File: config.mk
export PLATFORM = sky130hd
export DESIGN_NAME = vmx_mm_stream_ctrl
export DESIGN_NICKNAME = d
export VERILOG_FILES = /design/src/rtl/vmx_mm_stream_ctrl_pkg.sv /design/src/rtl/vmx_mm_stream_ctrl_skew_line.sv /design/src/rtl/vmx_mm_stream_ctrl.sv
export SDC_FILE = /design/constraint.sdc
export NUM_CORES = 1
export LEC_CHECK = 0
export CORE_AREA = 2 2 190 192
export DETAILED_ROUTE_END_ITERATION = 8
export DIE_AREA = 0 0 192 194
export PLACE_DENSITY = 0.75
export SLEW_MARGIN = 20
export SYNTH_ARGS = -nofsm -noshare
export SYNTH_HDL_FRONTEND = slang
export SYNTH_SLANG_ARGS = --single-unit
export TNS_END_PERCENT = 1
File: constraint.sdc
create_clock -name clk -period 3.15 [get_ports clk]
set_input_delay 0.315 -clock clk [delete_from_list [all_inputs] [get_ports clk]]
set_output_delay 0.315 -clock clk [all_outputs]
set_load 0.1 [all_outputs]
File: src/rtl/vmx_mm_stream_ctrl_pkg.sv
// Shared definitions for the matrix-vector streaming controller.
//   state_t        : controller FSM encoding, also reported in status[2:0]
//   LC_*           : field layout of one per-lane pe_load_ctrl byte
//   STAT_*         : bit positions inside the 32-bit status word
//   lc_byte()      : packs a load-control byte from its fields
package vmx_mm_stream_ctrl_pkg;

  typedef enum logic [2:0] {
    ST_IDLE  = 3'd0,
    ST_GETW  = 3'd1,
    ST_LOAD  = 3'd2,
    ST_DRAIN = 3'd3,
    ST_FIN   = 3'd4
  } state_t;

  localparam int LC_W      = 8;
  localparam int LC_EN_BIT = 7;
  localparam int LC_ROW_W  = 7;

  localparam int STAT_ERR_BIT   = 7;
  localparam int STAT_ABORT_BIT = 6;
  localparam int STAT_BUSY_BIT  = 5;
  localparam int STAT_STATE_W   = 3;

  function automatic logic [LC_W-1:0] lc_byte(input logic en, input logic [LC_ROW_W-1:0] row);
    logic [LC_W-1:0] b;
    b = '0;
    b[LC_EN_BIT] = en;
    b[LC_ROW_W-1:0] = row;
    return b;
  endfunction

endpackage

File: src/rtl/vmx_mm_stream_ctrl_skew_line.sv
// Per-lane register delay line of DEPTH stages (DEPTH >= 1).
//   clk, rst_n : clock, async active-low reset (clears all stages)
//   clr        : synchronous flush of all stages
//   din, dout  : W-bit lane in / lane delayed by DEPTH cycles
module vmx_mm_stream_ctrl_skew_line #(
  parameter int W     = 8,
  parameter int DEPTH = 1
) (
  input  logic         clk,
  input  logic         rst_n,
  input  logic         clr,
  input  logic [W-1:0] din,
  output logic [W-1:0] dout
);

  logic [DEPTH-1:0][W-1:0] pipe;

  always_ff @(posedge clk or negedge rst_n) begin
    if (!rst_n) begin
      pipe <= '0;
    end else if (clr) begin
      pipe <= '0;
    end else begin
      pipe[0] <= din;
      for (int i = 1; i < DEPTH; i++) pipe[i] <= pipe[i-1];
    end
  end

  assign dout = pipe[DEPTH-1];

endmodule

File: src/rtl/vmx_mm_stream_ctrl.sv
// Matrix-vector streaming controller: loads PE_SIZE weight rows from BRAM
// into the PE array, streams nvec input vectors through it and writes each
// deskewed product vector back to BRAM.
//   start/abort/simd_mode/rbase_addr/wbase_addr/nvec : job control inputs
//   mem_addr/mem_rd_en/mem_wr_en/mem_rdata/mem_wdata : single-port BRAM side
//   pe_rst_n/pe_simd/pe_load_ctrl/pe_vector/pe_product : PE array side
//   busy/done/status : job status towards the control registers
module vmx_mm_stream_ctrl
  import vmx_mm_stream_ctrl_pkg::*;
#(
  parameter int PE_SIZE    = 4,
  parameter int PORT_WIDTH = 16,
  parameter int ADDR_WIDTH = 8,
  parameter int NVEC_WIDTH = 8,
  parameter int PE_LAT     = 4,
  parameter int OUT_STRIDE = 2
) (
  input  logic                              clk,
  input  logic                              rst_n,
  input  logic                              start,
  input  logic                              abort,
  input  logic                              simd_mode,
  input  logic [ADDR_WIDTH-1:0]             rbase_addr,
  input  logic [ADDR_WIDTH-1:0]             wbase_addr,
  input  logic [NVEC_WIDTH-1:0]             nvec,
  output logic [ADDR_WIDTH-1:0]             mem_addr,
  output logic                              mem_rd_en,
  output logic                              mem_wr_en,
  input  logic [PORT_WIDTH*PE_SIZE-1:0]     mem_rdata,
  output logic [2*PORT_WIDTH*PE_SIZE-1:0]   mem_wdata,
  output logic                              pe_rst_n,
  output logic                              pe_simd,
  output logic [LC_W*PE_SIZE-1:0]           pe_load_ctrl,
  output logic [PORT_WIDTH*PE_SIZE-1:0]     pe_vector,
  input  logic [2*PORT_WIDTH*PE_SIZE-1:0]   pe_product,
  output logic                              busy,
  output logic                              done,
  output logic [31:0]                       status
);

  // Read cycle of vector j to its write cycle: BRAM + input skew + PE + deskew.
  localparam int LAT = PE_SIZE + PE_LAT;
  localparam int CW  = NVEC_WIDTH + 1;
  localparam int IW  = PORT_WIDTH;
  localparam int OW  = 2 * PORT_WIDTH;

  state_t                  state, state_nx;
  logic [CW-1:0]           rcnt, wcnt;
  logic [NVEC_WIDTH-1:0]   nvec_q;
  logic [ADDR_WIDTH-1:0]   rbase_q, wbase_q;
  logic                    simd_q, err_sticky, abort_seen, abort_q;
  logic                    rd, wr_vld, accept, tok_in;
  logic                    rd_vld_p1;
  logic [IW*PE_SIZE-1:0]   rdata_p1;
  logic [OW*PE_SIZE-1:0]   prod_dsk;
  logic [LC_W-1:0]         lc_p0;

  assign accept = (state == ST_IDLE) && start && !abort && (nvec != '0);
  // A write cycle owns the BRAM port, so LOAD reads stall while a token exits.
  assign rd     = (state == ST_GETW) || ((state == ST_LOAD) && !wr_vld);
  assign tok_in = rd && (state == ST_LOAD);

  always_ff @(posedge clk or negedge rst_n) begin
    if (!rst_n) state <= ST_IDLE;
    else        state <= state_nx;
  end

  always_comb begin
    state_nx = state;
    if (abort) begin
      state_nx = ST_IDLE;
    end else begin
      case (state)
        ST_IDLE:  if (accept) state_nx = ST_GETW;
        ST_GETW:  if (rcnt == CW'(PE_SIZE - 1)) state_nx = ST_LOAD;
        ST_LOAD:  if (rd && ((rcnt + CW'(1)) == {1'b0, nvec_q})) state_nx = ST_DRAIN;
        // Counting the write in flight lets FIN follow the last write directly.
        ST_DRAIN: if ((wcnt + CW'(wr_vld)) == {1'b0, nvec_q}) state_nx = ST_FIN;
        ST_FIN:   state_nx = ST_IDLE;
        default:  state_nx = ST_IDLE;
      endcase
    end
  end

  always_comb begin
    mem_rd_en = rd;
    mem_wr_en = wr_vld;
    mem_addr  = '0;
    if (wr_vld)
      mem_addr = wbase_q + ADDR_WIDTH'(wcnt) * ADDR_WIDTH'(OUT_STRIDE);
    else if (state == ST_GETW)
      mem_addr = rbase_q + ADDR_WIDTH'(rcnt);
    else if (tok_in)
      mem_addr = rbase_q + ADDR_WIDTH'(PE_SIZE) + ADDR_WIDTH'(rcnt);
    busy = (state != ST_IDLE);
    done = (state == ST_FIN) && !abort;
  end

  always_ff @(posedge clk or negedge rst_n) begin
    if (!rst_n) begin
      rcnt       <= '0;
      wcnt       <= '0;
      nvec_q     <= '0;
      rbase_q    <= '0;
      wbase_q    <= '0;
      simd_q     <= 1'b0;
      err_sticky <= 1'b0;
      abort_seen <= 1'b0;
      abort_q    <= 1'b0;
      rd_vld_p1  <= 1'b0;
    end else begin
      abort_q   <= abort;
      rd_vld_p1 <= rd && !abort;

      // Counters are cleared on abort so a start in the very next cycle is clean.
      if (abort || state == ST_IDLE)     rcnt <= '0;
      else if (state == ST_GETW)         rcnt <= (rcnt == CW'(PE_SIZE - 1)) ? '0 : rcnt + CW'(1);
      else if (tok_in)                   rcnt <= rcnt + CW'(1);

      if (abort || state == ST_IDLE)     wcnt <= '0;
      else if (wr_vld)                   wcnt <= wcnt + CW'(1);

      if (accept) begin
        nvec_q  <= nvec;
        rbase_q <= rbase_addr;
        wbase_q <= wbase_addr;
        simd_q  <= simd_mode;
      end

      if (accept)
        err_sticky <= 1'b0;
      else if (state == ST_IDLE && start && !abort)
        err_sticky <= 1'b1;

      if (abort)       abort_seen <= 1'b1;
      else if (accept) abort_seen <= 1'b0;
    end
  end

  assign pe_rst_n = rst_n & ~abort_q;
  assign pe_simd  = simd_q;

  always_comb begin
    status = '0;
    status[STAT_ERR_BIT]       = err_sticky;
    status[STAT_ABORT_BIT]     = abort_seen;
    status[STAT_BUSY_BIT]      = busy;
    status[STAT_STATE_W-1:0]   = state;
  end

  // ---- stage p0 -> p1: BRAM read data (valid one cycle after the strobe)
  assign rdata_p1 = rd_vld_p1 ? mem_rdata : '0;
  assign lc_p0    = lc_byte(state == ST_GETW, LC_ROW_W'(rcnt));

  // ---- lanes: input skew k, load-control skew k+1, output deskew PE_SIZE-1-k
  for (genvar k = 0; k < PE_SIZE; k++) begin : g_lane
    if (k == 0) begin : g_in_direct
      assign pe_vector[0 +: IW] = rdata_p1[0 +: IW];
    end else begin : g_in_skew
      vmx_mm_stream_ctrl_skew_line #(.W(IW), .DEPTH(k)) u_in (
        .clk(clk), .rst_n(rst_n), .clr(abort),
        .din(rdata_p1[k*IW +: IW]), .dout(pe_vector[k*IW +: IW]));
    end

    vmx_mm_stream_ctrl_skew_line #(.W(LC_W), .DEPTH(k + 1)) u_lc (
      .clk(clk), .rst_n(rst_n), .clr(abort),
      .din(lc_p0), .dout(pe_load_ctrl[k*LC_W +: LC_W]));

    if (k == PE_SIZE - 1) begin : g_out_direct
      assign prod_dsk[k*OW +: OW] = pe_product[k*OW +: OW];
    end else begin : g_out_deskew
      vmx_mm_stream_ctrl_skew_line #(.W(OW), .DEPTH(PE_SIZE - 1 - k)) u_out (
        .clk(clk), .rst_n(rst_n), .clr(abort),
        .din(pe_product[k*OW +: OW]), .dout(prod_dsk[k*OW +: OW]));
    end
  end

  // ---- valid tracker: one token per vector read, exits on its write cycle
  vmx_mm_stream_ctrl_skew_line #(.W(1), .DEPTH(LAT)) u_vld (
    .clk(clk), .rst_n(rst_n), .clr(abort),
    .din(tok_in), .dout(wr_vld));

  assign mem_wdata = wr_vld ? prod_dsk : '0;

endmodule

After elaboration in Yosys (flattened, before gate mapping):

Index checks and enable logic that the tools add are counted.

* register bits: 426
* input port bits: 221
* output and inout bits: 270
* word-level logic and storage cells: 113

* add/subtract/negate cells: 7
* equality and inequality tests: 11
* muxes and demuxes: 32
* bitwise logic cells: 2
* reductions and logical operators: 20

Operators with widths (count)
* 128-bit two-way mux: 1
* 64-bit two-way mux: 2
* 32-bit two-way mux: 3
* 96-bit two-way mux: 1
* 9-bit two-way mux: 6
* 48-bit two-way mux: 1
* 8-bit two-way mux: 5
* 16-bit two-way mux: 2
* 8-bit adder: 3
* 24-bit two-way mux: 1
* 9-bit by 1-bit adder with 9-bit output, second input constant: 2
* 9-bit by 8-bit == test with 1-bit output: 2
* 3-bit two-way mux: 5
* 3-bit one-hot mux with 4 select lines: 1
* 9-bit by 1-bit adder with 9-bit output: 1
* 9-bit by 2-bit == test with 1-bit output, second input constant: 1
* 3-bit != test, second input constant: 3
* 8-bit by 3-bit adder with 8-bit output, second input constant: 1
* 1-bit logical AND: 8
* 8-bit nonzero test: 1
* 3-bit by 2-bit == test with 1-bit output, second input constant: 2
* 2-bit nonzero test: 3
* 3-bit nonzero test: 2
* 1-bit two-way mux: 4
* 9 further kinds: 11

Longest topological paths before layout:

Gate-level depths: netlist of run 1.

* depth after elaboration: 7
* gate-level depth with buffers: 11
* depth with buffers taken out: 10

Hierarchy:

A second synthesis of run 1 with hierarchy kept.

* cells, all modules: 1547
* area, all modules: 18545.3 sq um

By module, submodules not included
* vmx_mm_stream_ctrl: times used 1, cells an instance 640, area each 5307.6 sq um, sequential area each 1251.2 sq um
* vmx_mm_stream_ctrl_skew_line at g_lane[0].g_out_deskew.u_out: times used 1, cells an instance 234, area each 3320.7 sq um, sequential area each 2402.3 sq um
* vmx_mm_stream_ctrl_skew_line at g_lane[1].g_out_deskew.u_out: times used 1, cells an instance 167, area each 2478.6 sq um, sequential area each 1601.5 sq um
* vmx_mm_stream_ctrl_skew_line at g_lane[3].g_in_skew.u_in: times used 1, cells an instance 117, area each 1665.3 sq um, sequential area each 1201.2 sq um
* vmx_mm_stream_ctrl_skew_line at g_lane[2].g_in_skew.u_in: times used 1, cells an instance 83, area each 1143.6 sq um, sequential area each 800.8 sq um
* vmx_mm_stream_ctrl_skew_line at g_lane[3].u_lc: times used 1, cells an instance 75, area each 1083.5 sq um, sequential area each 800.8 sq um
* vmx_mm_stream_ctrl_skew_line at g_lane[2].g_out_deskew.u_out: times used 1, cells an instance 67, area each 1023.5 sq um, sequential area each 800.8 sq um
* vmx_mm_stream_ctrl_skew_line at g_lane[2].u_lc: times used 1, cells an instance 58, area each 873.3 sq um, sequential area each 600.6 sq um
* vmx_mm_stream_ctrl_skew_line at g_lane[1].u_lc: times used 1, cells an instance 41, area each 604.3 sq um, sequential area each 400.4 sq um
* vmx_mm_stream_ctrl_skew_line at g_lane[1].g_in_skew.u_in: times used 1, cells an instance 33, area each 544.3 sq um, sequential area each 400.4 sq um
* vmx_mm_stream_ctrl_skew_line at g_lane[0].u_lc ...: times used 2, cells an instance 16, area each 250.2 sq um, sequential area each 200.2 sq um

Worst setup path after synthesis of run 1:

OpenSTA, ideal clock, no wires.

* path type: reg2out
* start: register state[1]
* end: output mem_addr[0]
* arrival: 5458 ps
* slack: -2623 ps
* stages on the path, launching flop included: 6
* buffers on the path: 1
* path through: dfrtp_1 -> buf_4 -> or3b_4 -> a21oi_1 -> nand2_1 -> o21ai_0

* word-level cells in the longest chain between the ends: 7

Ends and longest elaborated chain
* start: declaration: line vmx_mm_stream_ctrl.sv:47 `state_t state, state_nx;`
* start signal: assignment: line vmx_mm_stream_ctrl.sv:65 `else state <= state_nx;`
* 3-bit by 2-bit == test with 1-bit output: line vmx_mm_stream_ctrl.sv:60 `assign rd = (state == ST_GETW) || ((state == ST_LOAD) && !wr_vld);`
* 1-bit logical AND: line vmx_mm_stream_ctrl.sv:60
* 1-bit logical OR (*): line vmx_mm_stream_ctrl.sv:60
* via mem_rd_en: line vmx_mm_stream_ctrl.sv:27 `output logic mem_rd_en,`
* 1-bit logical AND (*): line vmx_mm_stream_ctrl.sv:61 `assign tok_in = rd && (state == ST_LOAD);`
* 8-bit two-way mux (*): line vmx_mm_stream_ctrl.sv:93 `else if (tok_in)`
* 8-bit two-way mux (*): line vmx_mm_stream_ctrl.sv:91 `else if (state == ST_GETW)`
* 8-bit two-way mux (*): line vmx_mm_stream_ctrl.sv:89 `if (wr_vld)`
* end: declaration: line vmx_mm_stream_ctrl.sv:26 `output logic [ADDR_WIDTH-1:0] mem_addr,`

Mark *: on every way through the listed nets, which the timed path passes. The rest lies on a longest branch.

Worst setup path after layout of run 1:

* start: register rcnt[1]
* end: output mem_addr[7]

* word-level cells in the longest chain between the ends: 4

Ends and longest elaborated chain
* start: declaration: line vmx_mm_stream_ctrl.sv:48 `logic [CW-1:0] rcnt, wcnt;`
* start signal: assignment: line vmx_mm_stream_ctrl.sv:117 `else if (state == ST_GETW) rcnt <= (rcnt == CW'(PE_SIZE - 1)) ? '0 : rcnt + CW'(1);`
* start signal: assignment: line vmx_mm_stream_ctrl.sv:118 `else if (tok_in) rcnt <= rcnt + CW'(1);`
* 8-bit adder: line vmx_mm_stream_ctrl.sv:94 `mem_addr = rbase_q + ADDR_WIDTH'(PE_SIZE) + ADDR_WIDTH'(rcnt);`
* 8-bit two-way mux: line vmx_mm_stream_ctrl.sv:93
* 8-bit two-way mux (*): line vmx_mm_stream_ctrl.sv:91
* 8-bit two-way mux (*): line vmx_mm_stream_ctrl.sv:89

Every way passes the cells marked *; elsewhere a longest branch is shown, timed or not.

==> impl_results.md, run 1 <==
- Crit path launch type: flip-flop
- Prevailing post-synth register cell: dfrtp_1
- Final WL: between 30000 and 40000 um
- Worst EP required: roughly 2.8 ns
- RePlAce Congestion: about 0.87
- Initial core utilization: 44.0%
- Num rows: 69
- Clk_skew: just under 0.01 ns
- Min-Delay Path Class: in -> async
- Vias in the first global route: between 10000 and 15000
- First-pass GRT wire length: just under 60000 um
- Layout area overhead: 38.6%
- Setup TNS: -0.320 ns
- Share of cells above drive strength 1: between 15 and 20%
- Die ar.: around 37000 um^2
- CTS tree: done
- Peak Freq: between 300 and 400 MHz
- Insertion delay to the later sink of the worst-skew pair: 0.55 ns
- Setup violators final: 3
- Pleak: roughly 10 nW
- Die X: between 150 and 200 um
- Status: finished with violations
- Total power: about 12 mW
- Worst rel slew slack: between 20% and 30%
- I/O pin count: approximately 500
- H-Tree Depth: 2
- Synthesized area: 15500 um^2
- Commonest non-fill, non-tap cell in the layout: dfrtp_1
- Max FO, Critical Path: 2
- Crit share post-route: 105%
- GRT overflow: 0
- YS warnings: 0
- EDFF count, synth: 0
- Final core occ: between 60% and 70%
- Nets: 1974
- Setup ws final: -0.158 ns
- Total core area: between 30000 and 40000 um^2
- Layout fillers: roughly 2800
- Post-synth ARST share: 100%
- Non-Filler Instances: about 2200
- Root Buffer: clkbuf_16
- Routed len/inst: around 17 um
- Worst-path clk slew: about 0.060 ns
- IO buf count: roughly 460
- Yosys reg bits: around 380
- Clock tree sinks: around 380
- Sequential area share after synthesis: between 60% and 70%
- RSZ-0062 raised after global routing: yes
- Post-Synthesis Cells: 1301
- Synth Area per Inst: about 12 um^2
- Hold Vio Cnt, Final: 0
- Post-DP HPWL: approximately 27000 um
- Failing checks: negative setup slack
- Maxcap violations: 0
- Number of distinct library cells after synthesis: 53
- Drt drc: 0
- Crit. End Element: primary output
- Max Slew Vio Count: 0
- Initial antenna violation count: 2
- PD cells: roughly 560 nW/um^2
- Largest net degree at the start of global routing: between 150 and 200
- Final hold slack: between 0.2 and 0.25 ns
- Flop-to-flop setup slack: between 0.8 and 0.9 ns
- Most frequent cells in the layout: 375 x dfrtp_1, 293 x clkdlybuf4s50_1, 283 x nor2b_1
- Maximum vdd ir drop: approximately 0.46 mV
- Inserted Clock Buffers: 40
- Post-Place Cells: 2134
- Drt initial violations: between 400 and 500
- Via Count: slightly above 10000
- All-Layer GR Usage: between 20 and 25%
- Minimum clock period: roughly 3.3 ns
- Drt first pass iters: 5
- Via/cell ratio: around 4.6
- Slew @ Worst Pin: 1.06 ns
- ANT nets after route: 0
- WS Path Type: reg -> out
- Clk buf depth: 3
- CP arrival: ~3.0 ns
- Die Ht: ~190 um
-- through the flow --
stage	worst slack [ns]	instance area, um^2
CTS	-0.179	21400
global placement	0.257	19900
global route	-0.245	21500
floorplan	-0.471	15600
finish	-0.158	21500
detailed placement	0.217	19900
-- flip-flops by register name, indices dropped and copies added, names as in the netlist, 9 cells and up --
| name | cells |
|---|---|
| g_lane.g_in_skew.u_in.dout | 48 |
| g_lane.g_in_skew.u_in.pipe | 48 |
| g_lane.g_out_deskew.u_out.dout | 96 |
| g_lane.g_out_deskew.u_out.pipe | 96 |
| g_lane.u_lc.dout | 11 |
| g_lane.u_lc.pipe | 21 |
| rcnt | 9 |
| wcnt | 9 |
-- worst max-delay path: stages, from the launching register on --
cell	delay [ns]
dfrtp_2	0.43
ha_4	0.26
ha_4	0.16
inv_4	0.05
fa_2	0.21
nor2b_2	0.06
or3_4	0.39
a31oi_4	0.16
o21bai_1	0.09
xnor2_1	0.13
a221o_1	0.33
buf_12	0.18
-- report_power, final --
group,switching (mW),total (mW),internal [mW]
combinational,1.13,1.88,0.746
clock,1.92,4.84,2.92
sequential,0.146,5.22,5.08
-- area by class of cell --
type	count	area (um^2)	share of cell area, %
antenna	2	5.00	0.0233
clock buffer	55	1120	5.21
clock inverter	14	239	1.11
inverter	26	100	0.466
multi-input combinational	790	5430	25.3
sequential	378	9470	44.1
tap	461	577	2.69
timing repair buffer	486	4530	21.1
-- cells in the mapped netlist, drive strengths merged (4+ instances only) --
| cell | number | area [um^2] |
|---|---|---|
| dfrtp | 378 | 9460 |
| nor4 | 7 | 58.8 |
| xnor2 | 20 | 175 |
| a21o | 4 | 30.0 |
| o21bai | 5 | 37.5 |
| o22ai | 4 | 25.0 |
| a21oi | 9 | 45.0 |
| nor2b | 285 | 1780 |
| o31ai | 6 | 45.0 |
| nand4 | 7 | 43.8 |
| nand3 | 14 | 70.1 |
| nor2 | 36 | 135 |
| ha | 24 | 300 |
| a31oi | 6 | 37.5 |
| clkbuf | 62 | 233 |
| buf | 70 | 510 |
| inv | 26 | 97.6 |
| nand2 | 19 | 71.3 |
| xor2 | 25 | 219 |
| o21ai | 25 | 125 |
| mux2 | 24 | 270 |
| and3 | 4 | 25.0 |
| nand2b | 8 | 50.1 |
| fa | 7 | 140 |
| and2 | 192 | 1200 |
-- path summary, 6_finish.rpt --
kind,to,cells past startpoint,startpoint
max in group asynchronous,rcnt[4]$_DFFE_PN0P_,3,rst_n
min in group clk,g_lane[1].g_out_deskew.u_out.pipe[12]$_DFF_PN0_,2,pe_product[44]
worst min-delay path,g_lane[3].u_lc.pipe[1]$_DFF_PN0_,2,rst_n
worst max-delay path,mem_addr[7],11,rcnt[1]$_DFFE_PN0P_
worst max register to register,state[0]$_DFFE_PN0P_,8,u_vld.dout$_DFF_PN0_
worst min register to register,g_lane[1].g_out_deskew.u_out.dout[0]$_DFF_PN0_,1,g_lane[1].g_out_deskew.u_out.pipe[0]$_DFF_PN0_
-- cell families (layout without fill, tap and decap cells) --
logic type | count (synthesis) | after routing | share of synthesized area [%]
buffers and inverters | 158 | 581 | 5.43
and+or+nand+nor | 586 | 586 | 22.9
adders and majority gates | 31 | 31 | 2.84
xor gates and xnor gates | 45 | 45 | 2.54
other | 1 | 28 | 0.0242
muxes | 27 | 27 | 1.94
DFF | 378 | 378 | 61.1
AOI/OAI and AO/OA | 75 | 75 | 3.26
-- repair_timing --
| action | 4_1_cts | 5_1_grt |
|---|---|---|
| endpoints found under the setup margin | 4 | 4 |
| hold buffers | 2 | 0 |
| gates resized for setup | 13 | 9 |
| setup buffers | 4 | 1 |
| pin swaps | 4 | 7 |
| hold endpoints to repair | 26 | 0 |
-- routing by layer --
| metal | wire, um | vias up | track usage (%) |
|---|---|---|---|
| met5 | 0 | - | 0 |
| met3 | 2510 | 74 | 4.16 |
| li1 | - | 4848 | - |
| met1 | 14700 | 5019 | 24.4 |
| met2 | 19600 | 344 | 36.0 |
| met4 | 1270 | 0 | 7.72 |
No activity file was read; power rests on OpenSTA's default activity.
==> run 2, diff against run 1 <==
Settings changed: CORE_AREA 2 2 190 192 to 2 2 191 193, DIE_AREA 0 0 192 194 to 0 0 193 195, DONT_BUFFER_PORTS from default to 1, PLACE_DENSITY 0.75 to 0.56, TNS_END_PERCENT 1 to 20.
==> run 2 against run 1 <==
  * The run ends with negative hold slack, negative setup slack left
  * Register-to-register slack lost 0.16 ns
  * Clock-buffer cell count shrank 1
  * Sequential power grew 3%
  * Critical path depth is the same
  * Final cell count shrank 3.3%
  * Routed wire length shrank 3.7%
  * Critical path type unchanged
==> impl_results.md, run 2 (synthesis gave the netlist of run 1 again) <==
- First-pass GRT wire length: between 50000 and 60000 um
- Worst rel slew slack: between 10% and 20%
- Worst EP required: ~2.8 ns
- Pleak: between 10 and 15 nW
- RR Endpoint: nvec_q[2]$_DFFE_PN0P_
- H-Tree Depth: 2
- Most frequent cells in the layout: 374 x dfrtp_1, 282 x nor2b_1, 254 x dlygate4sd3_1
- Inserted Clock Buffers: 41
- Nets: about 1900
- Slew @ Worst Pin: approximately 1.3 ns
- Die ar.: 37600 um^2
- All-Layer GR Usage: 19.4%
- IO buf count: 0
- Total core area: about 35000 um^2
- Setup TNS: -0.218 ns
- Status: finished with violations
- RSZ-0062 raised after global routing: yes
- Setup ws final: -0.218 ns
- Pre-CTS setup slack: between 0.2 and 0.25 ns
- Largest net degree at the start of global routing: 380
- Clk buf depth: 3
- R2r worst-path depth: 8
- Share of cells above drive strength 1: roughly 17%
- Peak Freq: ~300 MHz
- Via Count: ~10000
- Hold Vio Cnt, Final: ~380
- Final hold slack: -0.556 ns
- Minimum clock period: between 3 and 4 ns
- Clock tree sinks: 378
- Drt initial violations: roughly 390
- RePlAce Congestion: slightly below 0.9
- Non-Filler Instances: 2138
- Drt first pass iters: 5
- Crit path launch type: flip-flop
- PD cells: around 560 nW/um^2
- Initial core utilization: 43.8%
- Insertion delay to the later sink of the worst-skew pair: around 0.56 ns
- Initial antenna violation count: 7
- Vias in the first global route: between 10000 and 15000
- Routed len/inst: roughly 17 um
- Setup violators final: 1
- Maxcap violations: 0
- CTS tree: done
- Post-DP HPWL: roughly 23000 um
- WS Path Type: reg -> out
- Max FO, Critical Path: 2
- Total power: roughly 12 mW
- Clk_skew: 0.0231 ns
- Root Buffer: clkbuf_16
- CP arrival: 3.05 ns
- R2r startpoint: state[0]$_DFFE_PN0P_
- Drt drc: 0
- Hold_buf cts: roughly 260
- Max Slew Vio Count: 0
- Maximum vdd ir drop: 0.466 mV
- Flop-to-flop setup slack: just over 0.7 ns
- Via/cell ratio: about 4.7
- ANT nets after route: 0
- Commonest non-fill, non-tap cell in the layout: dfrtp_1
- Layout fillers: approximately 2900
- Die X: 193 um
- Num rows: a little under 70
- Multi-input gate area: about 5400 um^2
- Final WL: about 37000 um
- Failing checks: negative hold slack, negative setup slack
- Min-Delay Path Class: in -> async
- GRT overflow: 0
- Worst-path clk slew: 0.06 ns
- Crit. End Element: primary output
- Register Area: 9470 um^2
- Crit share post-route: 107%
- Die Ht: about 200 um
- I/O pin count: a little under 500
- Post-Place Cells: ~1800
- Layout area overhead: 34.1%
run 2: final cells by class:
cell class              count  area share (%)
repair buffers            412            18.4
multi-input cells         790            26.2
well taps                 461            2.78
flip-flops and latches    378            45.6
clock inverters            14           0.964
diodes                      3          0.0361
clock buffers              54            5.57
inverters                  26           0.470
run 2: worst max-delay path: stages, from the launching register on:
cell	delay, ns
dfrtp_2	0.43
ha_4	0.26
ha_4	0.15
inv_2	0.06
fa_2	0.21
nor2b_2	0.05
or3_1	0.33
a31oi_1	0.25
o21bai_1	0.11
xnor2_1	0.12
a221o_1	0.35
buf_12	0.19
run 2: how the worst max path moves through the flow:
stage                        to            startpoint  slack (ns)  cells past startpoint
floorplan           mem_addr[3]  u_vld.dout$_DFF_PN0_       -0.47                      2
global placement    mem_addr[7]   rcnt[1]$_DFFE_PN0P_        0.27                     11
detailed placement  mem_addr[7]   rcnt[1]$_DFFE_PN0P_        0.22                     11
CTS                 mem_addr[7]   rcnt[1]$_DFFE_PN0P_       -0.26                     11
global route        mem_addr[7]   rcnt[1]$_DFFE_PN0P_       -0.30                     11
finish              mem_addr[7]   rcnt[1]$_DFFE_PN0P_       -0.22                     11
run 2: what timing repair did:
action / CTS / global route
pin swaps: 8 / 6
gates resized for setup: 16 / 6
endpoints found under the hold margin: 737 / 378
setup endpoints to repair: 4 / 5
buffers inserted: 4 / 0
run 2: per-layer routing:
layer  track usage, %  routed length [um]
met1             23.8               14400
met2             33.5               18700
met3             5.52                2900
met4             5.02                 744
met5                0                  46
run 2: power by group:
group / internal (mW) / switching [mW] / total (mW)
registers: 5.08 / 0.311 / 5.39
logic: 0.619 / 0.827 / 1.45
clock network: 2.91 / 1.92 / 4.83
run 2: metrics by stage:
step / instance area [um^2] / util, %
2_1_floorplan: 15600 / -
3_3_place_gp: 16700 / 47.2
3_5_place_dp: 16700 / 47.2
4_1_cts: 20700 / 58.6
5_1_grt: 20800 / 58.7
6_report: 20800 / 58.7
==> run 3, diff against run 2 <==
Settings changed: CELL_PAD_IN_SITES_DETAIL_PLACEMENT from default to 0, CELL_PAD_IN_SITES_GLOBAL_PLACEMENT from default to 1, CORE_AREA 2 2 191 193 to 2 2 192 194, DIE_AREA 0 0 193 195 to 0 0 194 196, PLACE_DENSITY 0.56 to 0.69, SLEW_MARGIN 20 to 30.
==> run 3 against run 2 <==
  * The run still ends with negative hold slack, negative setup slack left
  * First-iteration DRC count decreased by 28%
  * Core utilization down 1.1 points
  * Cell area hardly changed
  * Register-to-register slack got worse by 0.47 ns
  * Die area grew 1.0%
  * Global-route usage up 0.96 points
  * Clock power is 1% lower
  * Critical endpoint unchanged
==> impl_results.md, run 3 (synthesis gave the netlist of run 1 again) <==
- Status: finished with violations
- Failing checks: negative hold slack, negative setup slack
- Setup TNS: -0.258 ns
- Post-DP HPWL: 24400 um
- IO buf count: 0
- Root Buffer: clkbuf_16
- WS Path Type: reg -> out
- Drt initial violations: 282
- Largest net degree at the start of global routing: 380
- Share of cells above drive strength 1: 16.9%
- R2r worst-path depth: 9
- Worst rel slew slack: under 10%
- Die X: between 150 and 200 um
- Die ar.: around 38000 um^2
- Routed len/inst: between 15 and 20 um
- Most frequent cells in the layout: 376 x dfrtp_1, 283 x nor2b_1, 246 x dlygate4sd3_1
- Vias in the first global route: approximately 10000
- CP arrival: around 3.0 ns
- Num rows: 70
- Initial core utilization: roughly 43%
- Inserted Clock Buffers: 40
- Clock tree sinks: ~380
- Crit. End Element: primary output
- Worst EP required: ~2.8 ns
- Setup violators final: 3
- Final hold slack: -0.538 ns
- PD cells: roughly 560 nW/um^2
- Die Ht: 196 um
- Insertion delay to the later sink of the worst-skew pair: approximately 0.55 ns
- Pre-CTS setup slack: about 0.25 ns
- RSZ-0062 raised after global routing: yes
- Layout area overhead: 34.1%
- Hold Vio Cnt, Final: between 300 and 400
- RePlAce Congestion: 0.810
- Maximum vdd ir drop: just under 0.5 mV
- Minimum clock period: about 3.3 ns
- Initial antenna violation count: 10
- Max Slew Vio Count: 0
- All-Layer GR Usage: between 20% and 30%
- Clk buf depth: 3
- First-pass GRT wire length: around 60000 um
- Final WL: 39100 um
- Min-Delay Path Class: in -> async
- Nets: 1900
- Drt first pass iters: 4
- RR Endpoint: state[1]$_DFFE_PN0P_
- Crit share post-route: 105%
- Hold_buf cts: about 250
- I/O pin count: about 490
- Via Count: 10000
- Peak Freq: slightly above 300 MHz
- Worst-path clk slew: approximately 0.06 ns
- Crit path launch type: flip-flop
- Drt drc: 0
- Slew @ Worst Pin: 1.46 ns
- Flop-to-flop setup slack: 0.24 ns
- CTS tree: done
- R2r startpoint: u_vld.dout$_DFF_PN0_
- Maxcap violations: 0
- Max FO, Critical Path: 2
- H-Tree Depth: 2
- Layout fillers: roughly 3000
- Commonest non-fill, non-tap cell in the layout: dfrtp_1
- Pleak: 10.2 nW
- Setup ws final: -0.150 ns
- Total core area: roughly 36000 um^2
- GRT overflow: 0
- Clk_skew: approximately 0.013 ns
- ANT nets after route: 0
- Via/cell ratio: 4.65
[run 3: cell count changes in the layout (fill, tap and decap cells not counted), moves of 4 or more]
cell and change:
buf_4 +7, clkbuf_1 +4, dlygate4sd3_1 -8, diode_2 +5, clkbuf_8 +6
[run 3: layout make-up]
type	instances	area, um^2	share of cell area [%]
clock buffer	63	1230	5.91
timing repair buffer	412	3800	18.3
multi-input combinational	790	5450	26.2
tap	468	586	2.82
antenna	8	20.0	0.0963
inverter	26	97.6	0.470
clock inverter	9	131	0.632
sequential	378	9460	45.5
[run 3: layer usage]
| layer | vias to the layer above | share of wire (%) | GRT usage [%] |
|---|---|---|---|
| li1 | 4710 | - | - |
| met4 | 2 | 4.8 | 10.1 |
| met5 | - | 0.033 | 0 |
| met2 | 348 | 49 | 33.9 |
| met1 | 4874 | 40 | 24.8 |
| met3 | 86 | 6.3 | 5.14 |
[run 3: worst max path at each step]
| stage | start | endpoint | slack (ns) | depth (start not counted) |
|---|---|---|---|---|
| floorplan | u_vld.dout$_DFF_PN0_ | mem_addr[3] | -0.47 | 2 |
| detailed placement | rcnt[1]$_DFFE_PN0P_ | mem_addr[7] | 0.25 | 11 |
| global route | rcnt[1]$_DFFE_PN0P_ | mem_addr[7] | -0.25 | 11 |
| CTS | rcnt[1]$_DFFE_PN0P_ | mem_addr[7] | -0.17 | 11 |
| finish | rcnt[1]$_DFFE_PN0P_ | mem_addr[7] | -0.15 | 11 |
| global placement | rcnt[1]$_DFFE_PN0P_ | mem_addr[7] | 0.29 | 11 |
[run 3: report_power, final]
part | internal (mW) | total (mW) | switching (mW)
clock network | 2.85 | 4.77 | 1.91
logic | 0.601 | 1.44 | 0.837
registers | 5.08 | 5.39 | 0.316
[run 3: critical path, stage by stage (launching register included)]
cell and delay, ns:
dfrtp_2 0.43, ha_4 0.26, ha_4 0.15, inv_2 0.06, fa_2 0.19, nor2b_1 0.05
or3_4 0.38, a31oi_4 0.15, o21bai_1 0.09, xnor2_1 0.14, a221o_1 0.34, buf_12 0.18
[run 3: metrics by stage]
stage               utilization (%)  cells  cell area, um^2  power, mW  hold slack [ns]
detailed placement             46.5   1824            16800       6.61           0.0278
finish                         57.6   2154            20800       11.6           -0.538
global route                   57.6   2152            20800       12.1           -0.567
floorplan                         -   1326            15600       6.45           0.0194
CTS                            57.4   2146            20700       11.7           -0.582
global placement               46.4   1824            16700       6.58           0.0283
[run 3: timing repair]
action / CTS / global route
gates resized for setup: 13 / 8
endpoints found under the hold margin: 736 / 378
setup endpoints to repair: 4 / 4
setup buffers: 3 / 0
pin swaps: 4 / 3
